### config.mk
export PLATFORM = sky130hd
export DESIGN_NAME = prbs_step
export DESIGN_NICKNAME = d
export VERILOG_FILES = /design/src/rtl/prbs_pkg.sv /design/src/rtl/prbs_step.sv
export SDC_FILE = /design/constraint.sdc
export NUM_CORES = 1
export LEC_CHECK = 0
export ABC_AREA = 1
export BUFFER_PORTS_ARGS = -buffer_cell sky130_fd_sc_hd__buf_4
export CAP_MARGIN = 30
export CORE_MARGIN = 3
export CORE_UTILIZATION = 49
export DETAILED_ROUTE_END_ITERATION = 8
export PLACE_DENSITY = 0.87
export SLEW_MARGIN = 5
export SYNTH_ARGS = -nofsm -noshare
export SYNTH_HDL_FRONTEND = slang
export SYNTH_SLANG_ARGS = --single-unit
### constraint.sdc
create_clock -name vclk -period 3.7
set_input_delay 0.37 -clock vclk [all_inputs]
set_output_delay 0.37 -clock vclk [all_outputs]
set_load 0.01 [all_outputs]
### src/rtl/prbs_pkg.sv
// Shared PRBS polynomial definitions for the BERT transmitter and checker.
// Also holds the checker state encoding.
package prbs_pkg;

    localparam logic [2:0] TAPS_PRBS7  = 3'd0;
    localparam logic [2:0] TAPS_PRBS9  = 3'd1;
    localparam logic [2:0] TAPS_PRBS15 = 3'd2;
    localparam logic [2:0] TAPS_PRBS23 = 3'd3;
    localparam logic [2:0] TAPS_PRBS31 = 3'd4;

    localparam int unsigned N_PRBS7  = 7;
    localparam int unsigned M_PRBS7  = 6;
    localparam int unsigned N_PRBS9  = 9;
    localparam int unsigned M_PRBS9  = 5;
    localparam int unsigned N_PRBS15 = 15;
    localparam int unsigned M_PRBS15 = 14;
    localparam int unsigned N_PRBS23 = 23;
    localparam int unsigned M_PRBS23 = 18;
    localparam int unsigned N_PRBS31 = 31;
    localparam int unsigned M_PRBS31 = 28;

    localparam logic [1:0] HUNT   = 2'd0;
    localparam logic [1:0] VERIFY = 2'd1;
    localparam logic [1:0] LOCKED = 2'd2;

    // Index of s[n-1]; unused encodings fall back to PRBS7.
    function automatic logic [4:0] poly_hi(input logic [2:0] taps);
        case (taps)
            TAPS_PRBS9:  poly_hi = 5'(N_PRBS9 - 1);
            TAPS_PRBS15: poly_hi = 5'(N_PRBS15 - 1);
            TAPS_PRBS23: poly_hi = 5'(N_PRBS23 - 1);
            TAPS_PRBS31: poly_hi = 5'(N_PRBS31 - 1);
            default:     poly_hi = 5'(N_PRBS7 - 1);
        endcase
    endfunction

    function automatic logic [4:0] poly_lo(input logic [2:0] taps);
        case (taps)
            TAPS_PRBS9:  poly_lo = 5'(M_PRBS9 - 1);
            TAPS_PRBS15: poly_lo = 5'(M_PRBS15 - 1);
            TAPS_PRBS23: poly_lo = 5'(M_PRBS23 - 1);
            TAPS_PRBS31: poly_lo = 5'(M_PRBS31 - 1);
            default:     poly_lo = 5'(M_PRBS7 - 1);
        endcase
    endfunction

    // Bytes needed to fill n bits of state: ceil(n/8).
    function automatic logic [2:0] seed_bytes(input logic [2:0] taps);
        case (taps)
            TAPS_PRBS9:  seed_bytes = 3'd2;
            TAPS_PRBS15: seed_bytes = 3'd2;
            TAPS_PRBS23: seed_bytes = 3'd3;
            TAPS_PRBS31: seed_bytes = 3'd4;
            default:     seed_bytes = 3'd1;
        endcase
    endfunction

endpackage

### src/rtl/prbs_step.sv
// Combinational 8-bit Fibonacci LFSR step, bit 7 first. In seed mode the
// received bits are shifted in instead of the feedback bits.
module prbs_step
    import prbs_pkg::*;
(
    input  logic [30:0] state,
    input  logic [2:0]  taps,
    input  logic [7:0]  din,
    input  logic        seed,
    output logic [30:0] next_state,
    output logic [7:0]  expected
);

    logic [4:0]  hi;
    logic [4:0]  lo;
    logic [30:0] s;
    logic        fb;

    assign hi = poly_hi(taps);
    assign lo = poly_lo(taps);

    always_comb begin
        s        = state;
        fb       = 1'b0;
        expected = '0;
        for (int i = 0; i < 8; i++) begin
            fb            = s[hi] ^ s[lo];
            expected[7-i] = fb;
            s             = {s[29:0], seed ? din[7-i] : fb};
        end
        next_state = s;
    end

endmodule

# ---- Word-level counts from Yosys, hierarchy flattened
# Cells that the tools add are included.
dict set report word_totals {
  regBits 0
  input_bits 43
  elab_cells 56
}
dict set report classes {
  magnitude_cmp 2
  eq_ne 4
  n_mux 42
  bitwise_logic 8
}
# cell n
set ops {}
lappend ops {{$bmux W1 S5} 16}
lappend ops {{$pmux W5 S4} 2}
lappend ops {{$mux W1} 24}
lappend ops {{$lt A5 B6 Y1 const B} 2}
lappend ops {{$xor A1 B1 Y1} 8}
lappend ops {{$eq A3 B2 Y1 const B} 2}
lappend ops {{$eq A3 B1 Y1 const B} 1}
lappend ops {{$eq A3 B3 Y1 const B} 1}

# ---- Depth between registers and ports, before layout
dict set report logic_depth {
  depth_word 34
  mapped_depth 28
  ltp_nobuf 27
}

# ---- Worst setup path before layout
# OpenSTA, ideal clock, no wires.
dict set report synth_path {
  path_kind {input-to-output}
  startpoint {input port taps[1]}
  endpoint {output port expected[0]}
  t_arrival_ns 2.548
  t_required_ns 3.330
  slack_ns 0.782
  path_stages 19
  cell_sequence {buf_6 > inv_2 > nand3_4 > buf_6 > or2_2 > o21ai_0 > nand3_1 > o21ai_1 > o21ai_1 > xor2_1 > nand2_1 > nand3_1 > o21ai_1 > o211ai_1 > o21ai_1 > inv_1 > nand2_1 > and2_1 > buf_4}
}
dict set report synth_between {
  elab_chain_len 33
  word_cells_on_any_way 53
}
# item line
set synth_lines {}
lappend synth_lines {{start: declaration} prbs_step.sv:7} ;# input logic [2:0] taps,
lappend synth_lines {{$eq A3 B3 Y1 (tied with other cells)} {prbs_pkg.sv:28, prbs_pkg.sv:38}}
lappend synth_lines {{$pmux W5 S4, on equally long branches} {prbs_pkg.sv:28, prbs_pkg.sv:38}}
lappend synth_lines {{$bmux W1 S5} prbs_step.sv:27} ;# fb = s[hi] ^ s[lo];
lappend synth_lines {{$mux W1 (not written as such)} prbs_step.sv:27}
lappend synth_lines {{$xor A1 B1 Y1} prbs_step.sv:27}
lappend synth_lines {{$mux W1} prbs_step.sv:29} ;# s = {s[29:0], seed ? din[7-i] : fb};
lappend synth_lines {{$bmux W1 S5} prbs_step.sv:27}
lappend synth_lines {{$mux W1 (not written as such)} prbs_step.sv:27}
lappend synth_lines {{[5 not listed]} n/a}
lappend synth_lines {{via expected[5]} prbs_step.sv:11} ;# output logic [7:0] expected
lappend synth_lines {{[12 not listed]} n/a}
lappend synth_lines {{$mux W1} prbs_step.sv:29}
lappend synth_lines {{$bmux W1 S5} prbs_step.sv:27}
lappend synth_lines {{$mux W1 (not written as such)} prbs_step.sv:27}
lappend synth_lines {{$xor A1 B1 Y1} prbs_step.sv:27}
lappend synth_lines {{$mux W1} prbs_step.sv:29}
lappend synth_lines {{$bmux W1 S5} prbs_step.sv:27}
lappend synth_lines {{$mux W1 (not written as such)} prbs_step.sv:27}
lappend synth_lines {{$xor A1 B1 Y1 *} prbs_step.sv:27}
lappend synth_lines {{end: declaration} prbs_step.sv:11}
# Mark *: on every way through the listed nets, which the timed path passes. The rest lies on a longest branch. The select of a mux whose other input is x is not followed.

# ---- Worst setup path after layout
dict set report layout_path {
  startpoint {input port taps[2]}
  endpoint {output port expected[0]}
}
dict set report layout_between {
  elab_chain_len 33
  word_cells_on_any_way 53
}
# item line
set layout_lines {}
lappend layout_lines {{$eq A3 B3 Y1 (tied with other cells)} {prbs_pkg.sv:28, prbs_pkg.sv:38}}
lappend layout_lines {{$pmux W5 S4, on equally long branches} {prbs_pkg.sv:28, prbs_pkg.sv:38}}
lappend layout_lines {{$bmux W1 S5} prbs_step.sv:27}
lappend layout_lines {{$mux W1 (not written as such)} prbs_step.sv:27}
lappend layout_lines {{$xor A1 B1 Y1} prbs_step.sv:27}
lappend layout_lines {{$mux W1} prbs_step.sv:29}
lappend layout_lines {{$bmux W1 S5} prbs_step.sv:27}
lappend layout_lines {{$mux W1 (not written as such)} prbs_step.sv:27}
lappend layout_lines {{[17 not listed]} n/a}
lappend layout_lines {{$mux W1} prbs_step.sv:29}
lappend layout_lines {{$bmux W1 S5} prbs_step.sv:27}
lappend layout_lines {{$mux W1 (not written as such)} prbs_step.sv:27}
lappend layout_lines {{$xor A1 B1 Y1} prbs_step.sv:27}
lappend layout_lines {{$mux W1} prbs_step.sv:29}
lappend layout_lines {{$bmux W1 S5} prbs_step.sv:27}
lappend layout_lines {{$mux W1 (not written as such)} prbs_step.sv:27}
lappend layout_lines {{$xor A1 B1 Y1 *} prbs_step.sv:27}
# Every way passes the cells marked *; elsewhere a longest branch is shown, timed or not. The select of a mux whose other input is x is not followed.

==> flow_metrics.env <==
export IMPL_coreArea_um2=3130
export IMPL_num_rows=20
export IMPL_routed_wirelength_mm=6.03
export IMPL_drive_gt1_share_pct=30.5
export IMPL_fin_util_pct=67.9
export IMPL_n_antenna_cell=0
export IMPL_die_y_um=63.8
export IMPL_rsz0062_at_grt="no"
export IMPL_pin_count=82
export IMPL_synth_fp_nets=368
export IMPL_antenna_found_initial=0
export IMPL_grt_pass1_vias=2135
export IMPL_ir_drop_mv=0.0809
export IMPL_drc_errors=0
export IMPL_slowest_stage="xor2_1"
export IMPL_wl_per_cell_um=14.2
export IMPL_crit_required_ps=3330
export IMPL_critPathLaunchType="primary input"
export IMPL_cts_resized=0
export IMPL_overflow=0
export IMPL_holdBufCountCts=0
export IMPL_cts_setup_buffers=0
export IMPL_nClkBuffers=0
export IMPL_power_total_mw=0.377
export IMPL_grt_pass1_wl_mm=9.90
export IMPL_syn_cell_area_um2=1640
export IMPL_period_minus_slack_ps=3360
export IMPL_grt_max_degree=24
export IMPL_first_iter_violations=261
export IMPL_finalCritPeriodShare_pct=90.9
export IMPL_synth_cell_type_count=31
export IMPL_synth_seq_area_share_pct=0
export IMPL_max_freq_mhz=297
export IMPL_path_common_cell="buf_4"
export IMPL_hold_class="primary input to output pin"
export IMPL_crit_chain="buf_4, inv_2, buf_4, nand2_1, o21ai_1, buf_4, buf_4, o211ai_1, a31oi_1, xor2_1, nand2_1, nand3_1, o21ai_1, o211ai_1, o21ai_1, inv_1, nand2_1, and2_1, buf_4"
export IMPL_yosys_warnings=0
export IMPL_cp_max_fo=16
export IMPL_io_buffers=82
export IMPL_design_seq_count=0
export IMPL_hold_viol=0
export IMPL_dieArea_um2=4070
export IMPL_hold_start="state[4]"
export IMPL_fp_dieW_um=63.8
export IMPL_nets=425
export IMPL_setup_tns_ps=0
export IMPL_netlist_instances=325
export IMPL_slowest_delay_ps=250
export IMPL_outcome="completed"
export IMPL_via_count=2358
export IMPL_leakage_nw=1.23
export IMPL_worst_slew_pin_slew_ps=475
export IMPL_grt_usage_pct=29.3
export IMPL_start_util_pct=52.4
export IMPL_p_per_area_nw_per_um2=177
export IMPL_relSlewSlack_pct=68.0
export IMPL_maxCapViolCount=0
export IMPL_crit_type="primary input to output pin"
export IMPL_end_kind="output pin"
export IMPL_drtPass1Iterations=5
export IMPL_gp_congestion=1.03
export IMPL_cp_arrival_ps=2990
export IMPL_vias_per_cell=5.56
export IMPL_setup_viol=0
export IMPL_register_area_um2=0
export IMPL_final_max_slew_viol_count=0
export IMPL_synth_area_per_cell_um2=5.04
export IMPL_holdPathStages=2
export IMPL_fillers=335
export IMPL_ant_nets=0
export IMPL_dp_hpwl_mm=5.01
export IMPL_areaGrowthSynthToFinish_pct=29.7
export IMPL_min_to="next_state[12]"
-- cells in the mapped netlist --
cell type,n,area (µm²)
a21oi_1,8,40.0
a221oi_1,1,8.76
a31oi_1,4,25.0
and2_1,1,6.26
buf_2,6,30.0
buf_4,26,195
buf_6,3,33.8
clkbuf_1,4,15.0
clkinv_2,2,10.0
inv_1,34,128
inv_2,4,15.0
nand2_1,113,424
nand2_2,2,12.5
nand3_1,42,210
nand3_2,2,20.0
nand3_4,1,17.5
nand3b_1,1,7.51
nand4_1,5,31.3
nor2_1,5,18.8
nor2_2,1,6.26
nor2_4,3,33.8
nor3_4,1,16.3
o2111ai_1,2,17.5
o211ai_1,5,37.5
o21ai_0,27,135
o21ai_1,8,40.0
o21ai_2,1,8.76
o22ai_1,3,18.8
o311ai_0,1,8.76
or2_2,5,31.3
xor2_1,4,35.0
-- kinds of logic after synthesis --
kind of cell,after synthesis,share of synthesized area [%]
AO/OA/AOI/OAI,60,20.8
buffers and inverters,79,26.0
XOR/XNOR,4,2.14
AND/OR/NAND/NOR,182,51.0
-- worst max path at each step --
stage,startpoint,end,depth (start not counted)
floorplan,taps[1],expected[0],19
global placement,taps[2],expected[0],19
detailed placement,taps[2],expected[0],19
CTS,taps[2],expected[0],19
global route,taps[2],next_state[0],29
finish,taps[2],expected[0],19
-- worst max-delay path, delay by kind of cell --
| kind | cells | cell delay, ps |
|---|---|---|
| AO/OA/AOI/OAI | 6 | 790 |
| XOR/XNOR | 1 | 250 |
| AND/OR/NAND/NOR | 5 | 450 |
| buffers and inverters | 7 | 1120 |
-- report_power, final --
part | switching [mW] | total, mW | internal (mW) | leakage, nW
sequential | 0 | 0 | 0 | 0
combinational | 0.210 | 0.377 | 0.166 | 1.23
clock | 0 | 0 | 0 | 0
-- metrics by stage --
stage	std cells	hold WS [ps]	instance area [µm²]	worst slack, ps
detailed placement	424	930	2120	373
global placement	424	927	2120	447
global route	424	933	2120	47.6
finish	424	928	2120	337
floorplan	325	832	1640	782
CTS	424	930	2120	368
-- layer usage --
| layer | GRT usage [%] | wire length [µm] |
|---|---|---|
| met1 | 37.8 | 2320 |
| met5 | 0 | 0 |
| met4 | 7.82 | 138 |
| met3 | 5.98 | 650 |
| met2 | 49.0 | 2920 |
-- area by class of cell --
cell class	count	area, µm²	area share [%]
Tap cell	44	55.1	2.59
Inverter	40	153	7.18
Multi-Input combinational cell	246	1210	57.0
Timing Repair Buffer	94	706	33.2
-- cells in the final DEF (no fill, tap or decap) --
master       n
o21ai_2      1
nand3_1     42
a31oi_1      4
o21ai_1      8
a221oi_1     1
buf_4       94
inv_2        4
xor2_1       4
nand3_2      2
nor2_2       1
o22ai_1      3
or2_2        5
inv_1       34
nand3_4      1
nand2_1    113
nor2_1       5
o211ai_1     5
nor3_4       1
o21ai_0     27
and2_1       1
nand2_2      2
o2111ai_1    2
clkinv_2     2
nand4_1      5
nand3b_1     1
nor2_4       3
o311ai_0     1
a21oi_1      8
Note: power is estimated with default switching activity, not from simulation.
